### src/rtl/arb_pkg.sv
// Shared types and constants for the round-robin arbiter slice.
// Latency: n/a (declarations only).
// Backpressure: n/a (declarations only).
//
// Contents:
//   arb_state_e  - arbiter FSM states (no owner / owner active)
//   ARB_MAX_N    - largest supported requester count
//   ARB_HOLD_W   - width of the optional hold-limit counter
package arb_pkg;

   typedef enum logic [0:0] {
      ARB_IDLE = 1'b0,
      ARB_BUSY = 1'b1
   } arb_state_e;

   localparam int ARB_MAX_N  = 32;
   localparam int ARB_HOLD_W = 8;

endpackage : arb_pkg

### src/rtl/rr_pick.sv
// Circular first-set-bit picker: scans from a start index, wrapping mod N.
// Latency: purely combinational, zero cycles.
// Backpressure: none; the result is always valid for the current inputs.
//
// Ports:
//   i_req   [N-1:0]   candidate request vector
//   i_start [IDW-1:0] index searched first (must be < N)
//   i_excl  [N-1:0]   requesters removed from this search
//   o_gnt   [N-1:0]   one-hot winner, zero when nothing is eligible
//   o_idx   [IDW-1:0] winner index, zero when nothing is eligible
//   o_found           high when a winner exists
module rr_pick #(
   parameter  int N   = 4,
   localparam int IDW = $clog2(N)
) (
   input  logic [N-1:0]   i_req,
   input  logic [IDW-1:0] i_start,
   input  logic [N-1:0]   i_excl,
   output logic [N-1:0]   o_gnt,
   output logic [IDW-1:0] o_idx,
   output logic           o_found
);

   logic [N-1:0] w_masked;

   assign w_masked = i_req & ~i_excl;

   always_comb begin
      int j;
      j       = 0;
      o_gnt   = '0;
      o_idx   = '0;
      o_found = 1'b0;
      for (int k = 0; k < N; k++) begin
         // Offset from the start pointer, folded back into 0..N-1 so a
         // non-power-of-two N never produces an out-of-range index.
         j = int'(i_start) + k;
         if (j >= N) begin
            j = j - N;
         end
         if (!o_found && w_masked[j[IDW-1:0]]) begin
            o_found               = 1'b1;
            o_idx                 = j[IDW-1:0];
            o_gnt[j[IDW-1:0]]     = 1'b1;
         end
      end
   end

endmodule : rr_pick

### src/rtl/rr_arbiter.sv
// N-requester round-robin arbiter with registered one-hot grant and grant hold.
// Latency: req sampled at edge k drives gnt/gnt_id/busy right after edge k.
// Backpressure: owner keeps the grant while its req is high (bounded by MAX_HOLD if enabled).
//
// Ports:
//   clk              rising-edge clock
//   rst_n            asynchronous active-low reset
//   req    [N-1:0]   level-sensitive request vector
//   gnt    [N-1:0]   registered one-hot grant, or zero
//   gnt_id [IDW-1:0] registered owner index; holds the last owner while idle
//   busy             registered, high iff gnt is non-zero
//
// Optional feature macro: RR_ARB_HOLD_LIMIT_EN
//   When defined, an owner that has held the grant for MAX_HOLD cycles is
//   forced to release if any other requester is waiting.
module rr_arbiter
   import arb_pkg::*;
#(
   parameter  int N        = 4,
   parameter  int MAX_HOLD = 16,
   localparam int IDW      = $clog2(N)
) (
   input  logic           clk,
   input  logic           rst_n,
   input  logic [N-1:0]   req,
   output logic [N-1:0]   gnt,
   output logic [IDW-1:0] gnt_id,
   output logic           busy
);

   // Parameter range checks at elaboration.
   if (N < 2 || N > ARB_MAX_N) begin : g_bad_n
      $error("rr_arbiter: N out of range 2..32");
   end
   if (MAX_HOLD < 1 || MAX_HOLD > 255) begin : g_bad_hold
      $error("rr_arbiter: MAX_HOLD out of range 1..255");
   end

   arb_state_e     r_state;
   arb_state_e     w_state_nxt;
   logic [N-1:0]   r_gnt;
   logic [N-1:0]   w_gnt_nxt;
   logic [IDW-1:0] r_gnt_id;
   logic [IDW-1:0] w_gnt_id_nxt;
   logic [IDW-1:0] r_last;
   logic [IDW-1:0] w_last_nxt;
   logic           r_busy;
   logic           w_new_grant;

   logic           w_owner_req;
   logic           w_force;
   logic [IDW-1:0] w_start;
   logic [N-1:0]   w_excl;
   logic [N-1:0]   w_pick_gnt;
   logic [IDW-1:0] w_pick_idx;
   logic           w_pick_found;

   // r_gnt is zero while idle, so this is only ever true for a live owner.
   assign w_owner_req = |(req & r_gnt);

   // Search begins one past the previous winner; explicit wrap keeps
   // the pointer inside 0..N-1 for non-power-of-two N.
   assign w_start = (r_last == IDW'(N - 1)) ? '0 : r_last + IDW'(1);

   // The owner is only removed from the search when it is being
   // pushed out, so a voluntary release still lets it re-win normally.
   assign w_excl = w_force ? r_gnt : '0;

`ifdef RR_ARB_HOLD_LIMIT_EN
   logic [ARB_HOLD_W-1:0] r_hold;
   logic [ARB_HOLD_W-1:0] w_hold_nxt;
   logic                  w_others;

   assign w_others = |(req & ~r_gnt);
   assign w_force  = (r_state == ARB_BUSY)
                   && (r_hold >= ARB_HOLD_W'(MAX_HOLD))
                   && w_others;

   always_comb begin
      w_hold_nxt = r_hold;
      if (w_new_grant) begin
         w_hold_nxt = ARB_HOLD_W'(1);
      end else if (w_state_nxt == ARB_BUSY) begin
         // Owner continues: count up and saturate at the limit.
         if (r_hold < ARB_HOLD_W'(MAX_HOLD)) begin
            w_hold_nxt = r_hold + ARB_HOLD_W'(1);
         end
      end else begin
         w_hold_nxt = '0;
      end
   end

   always_ff @(posedge clk or negedge rst_n) begin
      if (!rst_n) begin
         r_hold <= '0;
      end else begin
         r_hold <= w_hold_nxt;
      end
   end
`else
   assign w_force = 1'b0;
`endif

   rr_pick #(
      .N (N)
   ) u_pick (
      .i_req   (req),
      .i_start (w_start),
      .i_excl  (w_excl),
      .o_gnt   (w_pick_gnt),
      .o_idx   (w_pick_idx),
      .o_found (w_pick_found)
   );

   // Next-state and next-output logic.
   always_comb begin
      w_state_nxt  = r_state;
      w_gnt_nxt    = r_gnt;
      w_gnt_id_nxt = r_gnt_id;
      w_last_nxt   = r_last;
      w_new_grant  = 1'b0;
      unique case (r_state)
         ARB_IDLE: begin
            if (w_pick_found) begin
               w_state_nxt  = ARB_BUSY;
               w_gnt_nxt    = w_pick_gnt;
               w_gnt_id_nxt = w_pick_idx;
               w_last_nxt   = w_pick_idx;
               w_new_grant  = 1'b1;
            end
         end
         ARB_BUSY: begin
            if (!w_owner_req || w_force) begin
               // Handoff is back-to-back: the next owner is loaded on the
               // same edge the current owner loses its grant.
               if (w_pick_found) begin
                  w_gnt_nxt    = w_pick_gnt;
                  w_gnt_id_nxt = w_pick_idx;
                  w_last_nxt   = w_pick_idx;
                  w_new_grant  = 1'b1;
               end else begin
                  w_state_nxt = ARB_IDLE;
                  w_gnt_nxt   = '0;
               end
            end
         end
         default: begin
            w_state_nxt = ARB_IDLE;
            w_gnt_nxt   = '0;
         end
      endcase
   end

   always_ff @(posedge clk or negedge rst_n) begin
      if (!rst_n) begin
         r_state  <= ARB_IDLE;
         r_gnt    <= '0;
         r_gnt_id <= '0;
         r_last   <= IDW'(N - 1);
         r_busy   <= 1'b0;
      end else begin
         r_state  <= w_state_nxt;
         r_gnt    <= w_gnt_nxt;
         r_gnt_id <= w_gnt_id_nxt;
         r_last   <= w_last_nxt;
         r_busy   <= |w_gnt_nxt;
      end
   end

   assign gnt    = r_gnt;
   assign gnt_id = r_gnt_id;
   assign busy   = r_busy;

endmodule : rr_arbiter

### config.mk
export PLATFORM = sky130hd
export DESIGN_NAME = rr_arbiter
export DESIGN_NICKNAME = d
export VERILOG_FILES = /design/src/rtl/arb_pkg.sv /design/src/rtl/rr_pick.sv /design/src/rtl/rr_arbiter.sv
export SDC_FILE = /design/constraint.sdc
export NUM_CORES = 1
export LEC_CHECK = 0
export CAP_MARGIN = 40
export CORE_ASPECT_RATIO = 0.6
export CORE_MARGIN = 3
export CORE_UTILIZATION = 27
export CTS_CLUSTER_SIZE = 28
export DETAILED_ROUTE_END_ITERATION = 12
export PLACE_DENSITY = 0.48
export SETUP_SLACK_MARGIN = 0.5
export SYNTH_ARGS = -nofsm -noshare
export SYNTH_HDL_FRONTEND = slang
export SYNTH_SLANG_ARGS = --single-unit
### constraint.sdc
create_clock -name clk -period 2.7 [get_ports clk]
set_input_delay 0.405 -clock clk [delete_from_list [all_inputs] [get_ports clk]]
set_output_delay 0.405 -clock clk [all_outputs]
set_load 0.005 [all_outputs]
==> metrics.txt, run 1 <==
# TYPE chip_impl_metric gauge
chip_impl_metric{name="syn2layout_area_growth",unit="%"} 70.4
chip_impl_metric{name="numPlacedInstances",unit=""} 175
chip_impl_metric{name="postRouteWirelength",unit="um"} 2830
chip_impl_metric{name="period_share",unit=""} 1.07
chip_impl_metric{name="max_slew_margin",unit=""} 0.713
chip_impl_info{name="violations",value="negative setup slack"} 1
chip_impl_metric{name="drv_slew",unit=""} 0
chip_impl_metric{name="grt_use_total",unit=""} 0.147
chip_impl_metric{name="cp_data_required_time",unit="ns"} 2.80
chip_impl_info{name="synth_top_cell_by_area",value="dfrtp_1"} 1
chip_impl_metric{name="tritoncts.num_buffers",unit=""} 3
chip_impl_info{name="yosys-top-cells-area",value="dfrtp_1, ha_1, mux4_1"} 1
chip_impl_metric{name="fmax",unit="MHz"} 345
chip_impl_info{name="cp_top_family",value="compound AO/OA/AOI/OAI gates"} 1
chip_impl_metric{name="worstRegToRegCells",unit=""} 7
chip_impl_info{name="rr_startpoint",value="r_last[0]"} 1
chip_impl_metric{name="synth-warning-count",unit=""} 0
chip_impl_metric{name="worst_ep_arrival_time",unit="ns"} 2.99
chip_impl_metric{name="crit_fanout",unit=""} 7
chip_impl_metric{name="placement_setup_slack",unit="ns"} -0.340
chip_impl_metric{name="grt_first_pass_wirelength",unit="um"} 4750
chip_impl_info{name="rsz0062_at_grt",value="true"} 1
chip_impl_info{name="critical_path.startpoint_type",value="flip-flop"} 1
chip_impl_metric{name="grt_max_degree",unit=""} 11
chip_impl_metric{name="power_density",unit="nW/um2"} 1570
chip_impl_metric{name="htree_num_levels",unit=""} 1
chip_impl_info{name="yosys.cell_count.top_type",value="nand2_1"} 1
chip_impl_metric{name="period_needed",unit="ns"} 2.89
chip_impl_metric{name="port-buffer-count",unit=""} 12
chip_impl_info{name="critical_path.reg2reg.endpoint",value="busy"} 1
chip_impl_metric{name="total_power",unit="W"} 0.00249
chip_impl_metric{name="clk_latency",unit="ns"} 0.23
chip_impl_metric{name="die_area",unit="um2"} 4210
chip_impl_metric{name="synth.cell_area",unit="um2"} 930
chip_impl_metric{name="cts_hold_repair.buffers",unit=""} 0
chip_impl_metric{name="stdcell_count",unit=""} 187
chip_impl_metric{name="timing_worst_slew_pin_value",unit="ns"} 0.429
chip_impl_metric{name="floorplan.core_area",unit="um2"} 3080
chip_impl_metric{name="finalSetupViolCount",unit=""} 1
chip_impl_metric{name="postSynthRegisterBits",unit=""} 10
chip_impl_metric{name="fin_nets",unit=""} 160
chip_impl_metric{name="async_reset_ff_frac",unit=""} 1.00
chip_impl_metric{name="max_cap_viols",unit=""} 0
chip_impl_metric{name="number_of_flops_mapped_to_enable_cells_by_yosys",unit=""} 0
chip_impl_metric{name="fin_skew",unit="ns"} 0.00275
chip_impl_metric{name="seq_total_area_yosys",unit=""} 0.272
chip_impl_info{name="timing.setup.critical_path_class",value="reg2reg"} 1
chip_impl_metric{name="layout-drive-gt1-share",unit=""} 0.517
chip_impl_metric{name="number_of_i_o_pins",unit=""} 13
chip_impl_metric{name="number_of_remaining_drc_errors",unit=""} 0
chip_impl_metric{name="detailroute.via_count",unit=""} 974
chip_impl_metric{name="worstSetupPathDepth",unit=""} 7
chip_impl_metric{name="fin_tns_setup",unit="ns"} -0.195
chip_impl_metric{name="detail-route-antenna-nets",unit=""} 0
chip_impl_info{name="clockRootBuffer",value="clkbuf_8"} 1
chip_impl_metric{name="row_count",unit=""} 15
chip_impl_info{name="critical_path.slowest_cell",value="mux4_2"} 1
chip_impl_metric{name="power.ir.vdd_worst",unit="uV"} 580
chip_impl_info{name="dominantRegCellSynth",value="dfrtp_1"} 1
chip_impl_metric{name="n_antenna_cell",unit=""} 0
chip_impl_metric{name="drt_first_iter_violations",unit=""} 112
chip_impl_metric{name="detail_route.first_pass.iterations",unit=""} 4
chip_impl_metric{name="die_h",unit="um"} 51.5
chip_impl_metric{name="unique_masters_post_synth",unit=""} 35
chip_impl_info{name="endpoint_kind",value="flip-flop"} 1
chip_impl_metric{name="clkSinkCount",unit=""} 10
chip_impl_info{name="synthTopCellsByCount",value="nand2_1, dfrtp_1, ha_1"} 1
chip_impl_metric{name="average_wire_per_standard_cell",unit="um"} 15.1
chip_impl_metric{name="antenna_found_initial",unit=""} 0
chip_impl_metric{name="largest_incremental_delay_on_the_critical_path",unit="ns"} 0.59
chip_impl_metric{name="starting_density",unit=""} 0.302
chip_impl_metric{name="mappedNetlistNets",unit=""} 104
chip_impl_metric{name="place.gp.congestion",unit=""} 0.893
chip_impl_metric{name="layout.core_utilization",unit=""} 0.515
chip_impl_metric{name="reg2reg_setup_slack",unit="ns"} -0.19
chip_impl_metric{name="clkTransAtPathRegs",unit="ns"} 0.05
chip_impl_metric{name="yosysTopAreaCellShare",unit=""} 0.215
chip_impl_metric{name="cts_max_path_buffers",unit=""} 2
chip_impl_metric{name="first_global_vias",unit=""} 964
chip_impl_metric{name="die_w",unit="um"} 81.8
chip_impl_metric{name="grt_remaining_overflow",unit=""} 0
chip_impl_metric{name="detailedPlacementHpwl",unit="um"} 2170
chip_impl_metric{name="hold_viol_final",unit=""} 0
chip_impl_info{name="timing.critical_path.cells",value="ha_4 > nor2_4 > mux4_2 > o41ai_4 > a31oi_1 > a221o_1 > or4_1"} 1
chip_impl_info{name="cts_tree",value="yes"} 1
chip_impl_metric{name="synth_area_per_cell",unit="um2"} 10.3
chip_impl_info{name="class_of_the_worst_hold_path",value="in2async"} 1
chip_impl_metric{name="postLayoutSetupSlackWorst",unit="ns"} -0.195
chip_impl_info{name="run_status",value="complete, but fails checks"} 1
chip_impl_metric{name="static-leakage-power",unit="nW"} 0.675
chip_impl_metric{name="cp_num_buf_inv",unit=""} 0
chip_impl_metric{name="synthCells",unit=""} 90
chip_impl_metric{name="route.detailed.vias_per_inst",unit=""} 5.21
[flip-flops by register name, indices dropped and copies added (netlist names)]
signal / flops
busy: 1
gnt_id: 2
r_last: 2
r_state: 1
gnt: 4
[worst max-delay path by stage]
stage,startpoint,to,slack [ns]
after global placement,req[2],busy,-0.28
after floorplan,r_last[0],busy,-0.17
final,r_last[0],busy,-0.19
after CTS,r_last[0],busy,-0.15
after global routing,r_last[0],busy,-0.27
after detailed placement,req[0],busy,-0.34
[placed cells by master (no fill, tap or decap), types with 2 or more instances in the layout]
master,netlist,layout
buf_4,1,39
clkdlybuf4s50_1,0,12
nand2_1,9,8
dfrtp_1,8,8
inv_1,7,5
nand3_1,6,5
mux4_2,2,4
nand4_1,4,4
a31oi_1,5,4
a221o_1,4,4
ha_1,8,4
clkbuf_8,0,4
mux2i_4,1,3
buf_6,0,3
inv_2,0,2
nor2_4,0,2
nor2_2,1,2
a22o_1,2,2
o21a_1,2,2
ha_4,0,2
ha_2,0,2
dfstp_2,2,2
[metrics by stage]
stage	cell area [um2]	hold WS, ns
floorplan	986	0.109
global placement	1390	0.459
detailed placement	1390	0.463
CTS	1550	0.479
global route	1580	0.514
finish	1580	0.479
[layer usage]
layer | share of wire | up-vias | global-route usage
met5 | 0 | - | 0
met4 | 0.0095 | 0 | 0.0304
met3 | 0.060 | 2 | 0.0282
met2 | 0.44 | 37 | 0.209
met1 | 0.49 | 469 | 0.224
li1 | - | 466 | -
[final cells by class]
type	count	area, um2
inverter	7	26.3
sequential	10	253
multi-input combinational	70	751
clock buffer	4	55.1
timing repair buffer	54	447
tap	42	52.6
fill	281	1490
[cells by family (layout without fill, tap and decap cells)]
kind of cell / after synthesis / in the layout / share of synthesized area
buffers and inverters: 10 / 65 / 0.0498
DFF: 10 / 10 / 0.272
and+or+nand+nor: 27 / 27 / 0.141
muxes: 10 / 10 / 0.202
AOI/OAI and AO/OA: 25 / 25 / 0.227
adders and majority gates: 8 / 8 / 0.108
[power by group]
group,switching [W],leakage [nW],internal (W)
clock,0.0000554,0.0288,0.000128
sequential,0.0000666,0.117,0.000239
combinational,0.000911,0.529,0.00109
[repair_timing]
item | 4_1_cts | 5_1_grt
resized for setup | 14 | 7
setup buffers | 6 | 2
endpoints found under the setup margin | 10 | 10
pin swaps | 3 | 2
(Power assumes the default switching activity.)
==> run 2, diff against run 1 <==
--- a/config.mk
+++ b/config.mk
@@ -6,8 +6,8 @@
 export NUM_CORES = 1
 export LEC_CHECK = 0
 export CAP_MARGIN = 40
-export CORE_ASPECT_RATIO = 0.6
-export CORE_MARGIN = 3
+export CORE_ASPECT_RATIO = 0.8
+export CORE_MARGIN = 10
 export CORE_UTILIZATION = 27
 export CTS_CLUSTER_SIZE = 28
 export DETAILED_ROUTE_END_ITERATION = 12
==> run 2 against run 1 <==
The run still ends with negative setup slack left. Combinational power is 9% higher. Worst setup slack worse by 0.017 ns. Flip-flop and latch count unchanged. Clock skew hardly changed. Utilization decreased by 1.1 points. Critical path depth grew 2. Clock power is essentially flat. Sequential share of layout area down 0.27 points. Critical path type unchanged. Critical endpoint unchanged. Largest cell class unchanged. Highest routed layer unchanged.
==> metrics.txt, run 2 (synthesis results as in run 1) <==
# TYPE chip_impl_metric gauge
chip_impl_metric{name="number_of_remaining_drc_errors",unit=""} 0
chip_impl_metric{name="period_share",unit=""} 1.08
chip_impl_metric{name="row_count",unit=""} 18
chip_impl_info{name="final_cell_mix",value="buf_4, clkdlybuf4s50_1, nand2_1, dfrtp_1, buf_6"} 1
chip_impl_metric{name="route.detailed.vias_per_inst",unit=""} 5.26
chip_impl_metric{name="grt_remaining_overflow",unit=""} 0
chip_impl_metric{name="drt_first_iter_violations",unit=""} 83
chip_impl_metric{name="clockPowerShare",unit=""} 0.069
chip_impl_metric{name="clk_latency",unit="ns"} 0.23
chip_impl_info{name="class_of_the_worst_hold_path",value="in2async"} 1
chip_impl_metric{name="fin_area",unit="um2"} 1610
chip_impl_metric{name="die_h",unit="um"} 72.5
chip_impl_metric{name="pwr-share-comb",unit=""} 0.816
chip_impl_metric{name="average_wire_per_standard_cell",unit="um"} 15.8
chip_impl_metric{name="max_slew_margin",unit=""} 0.708
chip_impl_metric{name="die_area",unit="um2"} 6210
chip_impl_metric{name="fin_worst_hold_slack",unit="ns"} 0.482
chip_impl_metric{name="port-buffer-count",unit=""} 12
chip_impl_metric{name="drv_slew",unit=""} 0
chip_impl_metric{name="power.ir.vdd_worst",unit="uV"} 769
chip_impl_info{name="cts_tree",value="yes"} 1
chip_impl_metric{name="detail_route.first_pass.iterations",unit=""} 4
chip_impl_metric{name="static-leakage-power",unit="nW"} 0.679
chip_impl_metric{name="cell_internal_pwr",unit="W"} 0.00156
chip_impl_metric{name="post_dp_cell_area",unit="um2"} 1370
chip_impl_metric{name="max_cap_viols",unit=""} 0
chip_impl_info{name="violations",value="negative setup slack"} 1
chip_impl_metric{name="syn2layout_area_growth",unit="%"} 73.4
chip_impl_info{name="run_status",value="complete, but fails checks"} 1
chip_impl_metric{name="clkTransAtPathRegs",unit="ns"} 0.05
chip_impl_info{name="critical_path.slowest_cell",value="dfstp_2"} 1
chip_impl_metric{name="largest_register_ffs",unit=""} 4
chip_impl_metric{name="crit_fanout",unit=""} 6
chip_impl_metric{name="period_needed",unit="ns"} 2.91
chip_impl_info{name="commonest_non_fill_non_tap_cell_in_the_layout",value="buf_4"} 1
chip_impl_info{name="timing.critical_path.cells",value="inv_4 > ha_4 > mux2i_4 > mux2i_4 > o41ai_4 > buf_4 > a31oi_4 > a221o_1 > or4_1"} 1
chip_impl_metric{name="finalSetupViolCount",unit=""} 1
chip_impl_metric{name="grt_first_pass_wirelength",unit="um"} 4730
chip_impl_metric{name="postRouteWirelength",unit="um"} 2910
chip_impl_metric{name="fmax",unit="MHz"} 343
chip_impl_metric{name="hold_viol_final",unit=""} 0
chip_impl_info{name="critical_path.startpoint_type",value="flip-flop"} 1
chip_impl_info{name="timing.setup.critical_path_class",value="reg2reg"} 1
chip_impl_metric{name="clkSinkCount",unit=""} 10
chip_impl_metric{name="seqPwrFrac",unit=""} 0.115
chip_impl_metric{name="layout-drive-gt1-share",unit=""} 0.514
chip_impl_metric{name="cp_num_buf_inv",unit=""} 2
chip_impl_metric{name="net-switching-power",unit="W"} 0.00109
chip_impl_metric{name="die_w",unit="um"} 85.6
chip_impl_metric{name="largest_incremental_delay_on_the_critical_path",unit="ns"} 0.61
chip_impl_metric{name="antenna_found_initial",unit=""} 0
chip_impl_metric{name="n_antenna_cell",unit=""} 0
chip_impl_info{name="clockRootBuffer",value="clkbuf_8"} 1
chip_impl_metric{name="grt_use_total",unit=""} 0.0902
chip_impl_metric{name="detailroute.via_count",unit=""} 968
chip_impl_metric{name="cp_data_required_time",unit="ns"} 2.80
chip_impl_metric{name="cts_hold_repair.buffers",unit=""} 0
chip_impl_metric{name="power.share.switching",unit=""} 0.412
chip_impl_metric{name="fin_nets",unit=""} 159
chip_impl_metric{name="postLayoutSetupSlackWorst",unit="ns"} -0.212
chip_impl_metric{name="tritoncts.num_buffers",unit=""} 3
chip_impl_metric{name="number_of_i_o_pins",unit=""} 13
chip_impl_metric{name="cts_max_path_buffers",unit=""} 2
chip_impl_metric{name="detail-route-antenna-nets",unit=""} 0
chip_impl_metric{name="worst_ep_arrival_time",unit="ns"} 3.01
chip_impl_metric{name="timing_worst_slew_pin_value",unit="ns"} 0.436
chip_impl_info{name="cp_common_cell",value="mux2i_4"} 1
chip_impl_metric{name="fin_skew",unit="ns"} 0.00270
chip_impl_metric{name="htree_num_levels",unit=""} 1
chip_impl_metric{name="floorplan.core_area",unit="um2"} 3200
chip_impl_metric{name="grt_max_degree",unit=""} 11
chip_impl_info{name="rsz0062_at_grt",value="true"} 1
chip_impl_metric{name="place.gp.congestion",unit=""} 0.857
chip_impl_metric{name="power_density",unit="nW/um2"} 1650
chip_impl_metric{name="first_global_vias",unit=""} 976
chip_impl_metric{name="starting_density",unit=""} 0.291
chip_impl_info{name="cp_top_family",value="compound AO/OA/AOI/OAI gates"} 1
chip_impl_metric{name="detailedPlacementHpwl",unit="um"} 2240
chip_impl_info{name="endpoint_kind",value="flip-flop"} 1
chip_impl_metric{name="fillerInstances",unit=""} 293
## run 2: worst paths after layout
kind,from,to,slack (ns),cells after the start
min in group clk,gnt_id[0],gnt_id[0],0.49,2
setup / recovery,r_last[0],busy,-0.21,9
setup reg to reg,r_last[0],busy,-0.21,9
hold reg to reg,gnt_id[0],gnt_id[0],0.49,2
hold / removal,rst_n,gnt_id[1],0.48,1
max in group asynchronous,rst_n,r_last[1],1.89,1
## run 2: metrics by stage
stage,TNS [ns],total power (W),utilization,setup slack (ns),std cells
2_1_floorplan,-0.169,0.00130,-,-0.169,90
3_3_place_gp,-0.240,0.00197,0.428,-0.240,171
3_5_place_dp,-0.315,0.00198,0.428,-0.275,171
4_1_cts,-0.119,0.00250,0.483,-0.119,179
5_1_grt,-0.295,0.00282,0.504,-0.278,184
6_report,-0.212,0.00266,0.504,-0.212,184
## run 2: worst register-to-register path, delay by kind of cell (launching register included)
kind / cells / cell delay [ns]
AOI/OAI and AO/OA: 3 / 0.65
DFF: 1 / 0.61
and+or+nand+nor: 1 / 0.51
muxes: 2 / 0.40
adders and majority gates: 1 / 0.35
buffers and inverters: 2 / 0.26
## run 2: cell type report
class / instances / area, um2 / share of cell area
clock buffers: 4 / 55.1 / 0.0342
inverters: 7 / 28.8 / 0.0179
flip-flops and latches: 10 / 253 / 0.157
multi-input cells: 70 / 768 / 0.477
well taps: 40 / 50.0 / 0.0311
repair buffers: 53 / 457 / 0.283
## run 2: timing repair
item | CTS | global route
gates resized for setup | 25 | 5
setup endpoints to repair | 10 | 10
gates cloned | 0 | 0
setup buffers | 4 | 5
pin swaps | 3 | 5
## run 2: per-layer routing
metal,share of wire,global-route usage,up-vias
li1,-,-,465
met1,0.46,0.117,470
met2,0.47,0.137,29
met3,0.056,0.0246,4
met4,0.011,0.0365,0
met5,0,0,-
## run 2: power groups by stage
stage / logic, W / registers [W] / clock network, W
floorplan: 0.000992 / 0.000303 / 0
global placement: 0.00167 / 0.000298 / 0
detailed placement: 0.00168 / 0.000299 / 0
CTS: 0.00201 / 0.000304 / 0.000189
global route: 0.00230 / 0.000315 / 0.000197
finish: 0.00217 / 0.000305 / 0.000184
==> run 3, diff against run 2 <==
--- a/config.mk
+++ b/config.mk
@@ -11,8 +11,9 @@
 export CORE_UTILIZATION = 27
 export CTS_CLUSTER_SIZE = 28
 export DETAILED_ROUTE_END_ITERATION = 12
-export PLACE_DENSITY = 0.48
+export PLACE_DENSITY = 0.47
 export SETUP_SLACK_MARGIN = 0.5
 export SYNTH_ARGS = -nofsm -noshare
 export SYNTH_HDL_FRONTEND = slang
+export SYNTH_HIERARCHICAL = 1
 export SYNTH_SLANG_ARGS = --single-unit
==> run 3 against run 2 <==
The flow still finishes with violations (negative setup slack). Area after synthesis is 26% higher. Critical path depth up 1. Worst setup slack got worse by 0.28 ns. Flip-flop and latch count unchanged. Utilization down 7.1 points. Final area is 13% higher. Global-route usage is 0.95 points higher. Synthesized cell count is 31% higher. Clock-buffer cell count did not move. Largest cell class unchanged. Highest routed layer unchanged.
==> metrics.txt, run 3 <==
# TYPE chip_impl_metric gauge
chip_impl_info{name="run_status",value="complete, but fails checks"} 1
chip_impl_info{name="violations",value="negative setup slack"} 1
chip_impl_metric{name="first_global_vias",unit=""} 1215
chip_impl_metric{name="postRouteWirelength",unit="um"} 3660
chip_impl_metric{name="cp_data_required_time",unit="ns"} 2.80
chip_impl_metric{name="number_of_flops_mapped_to_enable_cells_by_yosys",unit=""} 0
chip_impl_metric{name="clkTransAtPathRegs",unit="ns"} 0.05
chip_impl_metric{name="starting_density",unit=""} 0.279
chip_impl_metric{name="hold_viol_final",unit=""} 0
chip_impl_metric{name="stdcell_count",unit=""} 236
chip_impl_metric{name="average_wire_per_standard_cell",unit="um"} 15.5
chip_impl_metric{name="postSynthRegisterBits",unit=""} 10
chip_impl_metric{name="n_antenna_cell",unit=""} 0
chip_impl_info{name="rsz0062_at_grt",value="true"} 1
chip_impl_metric{name="fillerInstances",unit=""} 413
chip_impl_metric{name="synth-warning-count",unit=""} 6
chip_impl_metric{name="tritoncts.num_buffers",unit=""} 3
chip_impl_metric{name="largest_register_ffs",unit=""} 4
chip_impl_info{name="synthTopCellsByCount",value="nor2_1, ha_1, dfrtp_1"} 1
chip_impl_info{name="endpoint_kind",value="flip-flop"} 1
chip_impl_metric{name="seq_total_area_yosys",unit=""} 0.215
chip_impl_metric{name="period_share",unit=""} 1.18
chip_impl_metric{name="fin_nets",unit=""} 195
chip_impl_metric{name="max_cap_viols",unit=""} 0
chip_impl_metric{name="cts_max_path_buffers",unit=""} 2
chip_impl_metric{name="layout-drive-gt1-share",unit=""} 0.430
chip_impl_metric{name="syn2layout_area_growth",unit="%"} 55.1
chip_impl_metric{name="postLayoutSetupSlackWorst",unit="ns"} -0.493
chip_impl_metric{name="detailedPlacementHpwl",unit="um"} 2850
chip_impl_metric{name="number_of_remaining_drc_errors",unit=""} 0
chip_impl_metric{name="finalSetupViolCount",unit=""} 8
chip_impl_metric{name="fin_skew",unit="ns"} 0.00210
chip_impl_metric{name="grt_use_total",unit=""} 0.0997
chip_impl_metric{name="clk_latency",unit="ns"} 0.23
chip_impl_info{name="final_cell_mix",value="buf_4, conb_1, clkdlybuf4s50_1, nor2_1, dfrtp_1"} 1
chip_impl_metric{name="numPlacedInstances",unit=""} 226
chip_impl_info{name="synth_top_cell_by_area",value="dfrtp_1"} 1
chip_impl_metric{name="place.gp.congestion",unit=""} 0.838
chip_impl_metric{name="multi_input_comb_area",unit="um2"} 1030
chip_impl_info{name="class_of_the_worst_hold_path",value="in2async"} 1
chip_impl_metric{name="period_needed",unit="ns"} 3.19
chip_impl_metric{name="drt_first_iter_violations",unit=""} 58
chip_impl_metric{name="grt_max_degree",unit=""} 13
chip_impl_metric{name="die_w",unit="um"} 93.8
chip_impl_metric{name="clkSinkCount",unit=""} 10
chip_impl_metric{name="die_area",unit="um2"} 7410
chip_impl_metric{name="ff_latch_area",unit="um2"} 253
chip_impl_metric{name="detail_route.first_pass.iterations",unit=""} 4
chip_impl_metric{name="drv_slew",unit=""} 0
chip_impl_info{name="clockRootBuffer",value="clkbuf_8"} 1
chip_impl_info{name="yosys.cell_count.top_type",value="nor2_1"} 1
chip_impl_info{name="yosys-top-cells-area",value="dfrtp_1, ha_1, mux4_2"} 1
chip_impl_metric{name="die_h",unit="um"} 79
chip_impl_metric{name="route.detailed.vias_per_inst",unit=""} 5.11
chip_impl_metric{name="cts_hold_repair.buffers",unit=""} 0
chip_impl_metric{name="fmax",unit="MHz"} 313
chip_impl_metric{name="floorplan.core_area",unit="um2"} 4200
chip_impl_metric{name="detail-route-antenna-nets",unit=""} 0
chip_impl_info{name="commonest_non_fill_non_tap_cell_in_the_layout",value="buf_4"} 1
chip_impl_info{name="critical_path.reg2reg.endpoint",value="busy"} 1
chip_impl_metric{name="unique_masters_post_synth",unit=""} 46
chip_impl_metric{name="synthCells",unit=""} 118
chip_impl_metric{name="reg2reg_setup_slack",unit="ns"} -0.49
chip_impl_metric{name="async_reset_ff_frac",unit=""} 1.00
chip_impl_metric{name="worst_ep_arrival_time",unit="ns"} 3.29
chip_impl_metric{name="antenna_found_initial",unit=""} 0
chip_impl_info{name="rr_startpoint",value="r_last[1]"} 1
chip_impl_metric{name="crit_fanout",unit=""} 6
chip_impl_metric{name="synth.cell_area",unit="um2"} 1170
chip_impl_metric{name="detailroute.via_count",unit=""} 1207
chip_impl_metric{name="synth_area_per_cell",unit="um2"} 9.96
chip_impl_info{name="critical_path.startpoint_type",value="flip-flop"} 1
chip_impl_metric{name="port-buffer-count",unit=""} 12
chip_impl_info{name="cts_tree",value="yes"} 1
chip_impl_metric{name="grt_remaining_overflow",unit=""} 0
chip_impl_metric{name="yosysTopAreaCellShare",unit=""} 0.170
chip_impl_metric{name="row_count",unit=""} 21
chip_impl_metric{name="worstRegToRegCells",unit=""} 10
chip_impl_metric{name="htree_num_levels",unit=""} 1
chip_impl_metric{name="number_of_i_o_pins",unit=""} 13
chip_impl_info{name="timing.setup.critical_path_class",value="reg2reg"} 1
chip_impl_metric{name="grt_first_pass_wirelength",unit="um"} 6140
chip_impl_info{name="dominantRegCellSynth",value="dfrtp_1"} 1
## run 3: logic make-up (layout without fill, tap and decap cells)
logic type	Yosys count	after routing	share of synthesized area
buffers and inverters	8	55	0.0405
adders and majority gates	9	9	0.0958
muxes	14	14	0.182
and+or+nand+nor	45	45	0.237
AOI/OAI and AO/OA	31	31	0.226
DFF	10	10	0.215
other	1	15	0.00319
## run 3: timing repair
| item | in CTS | in global routing |
|---|---|---|
| setup endpoints to repair | 10 | 10 |
| gates resized for setup | 13 | 2 |
| pin swaps | 2 | 0 |
| setup buffers | 5 | 1 |
## run 3: worst max path at each step
stage                   start  endpoint  slack (ns)  cells past startpoint
global placement    r_last[1]      busy       -0.50                     10
finish              r_last[1]      busy       -0.49                     10
floorplan           r_last[0]      busy       -0.64                     14
detailed placement  r_last[1]      busy       -0.63                     10
CTS                 r_last[1]      busy       -0.48                     12
global route        r_last[1]      busy       -0.60                     12
## run 3: worst max-delay path: stages (launching register included)
cell     delay, ns
dfstp_2       0.55
ha_4          0.17
inv_8         0.03
ha_4          0.28
mux4_2        0.57
nor3_2        0.18
nand2_2       0.14
buf_2         0.17
and2_1        0.14
a221o_1       0.32
or4_1         0.48
## run 3: per-stage QoR
stage	utilization	setup WS [ns]	TNS, ns	hold WS [ns]	instance area (um2)
final	0.433	-0.493	-1.53	0.491	1820
after global routing	0.433	-0.599	-2.45	0.528	1820
after CTS	0.429	-0.481	-1.38	0.500	1800
after detailed placement	0.394	-0.629	-2.37	0.500	1660
after global placement	0.394	-0.502	-1.58	0.495	1660
after floorplan	-	-0.644	-1.79	0.109	1290
## run 3: per-layer routing
layer,GRT usage,wire length (um)
met2,0.164,1760
met3,0.0132,96
met4,0.0182,38
met5,0,0
met1,0.136,1770
## run 3: area by class of cell
| class | instances | share of cell area |
|---|---|---|
| flip-flops and latches | 10 | 0.139 |
| well taps | 57 | 0.0391 |
| multi-input cells | 114 | 0.563 |
| clock buffers | 4 | 0.0302 |
| repair buffers | 48 | 0.217 |
| inverters | 3 | 0.0117 |
Power of run 3 is left out: the tool's default activity adds up to more than one toggle a clock period on the data nets, which glitch-free logic cannot reach.
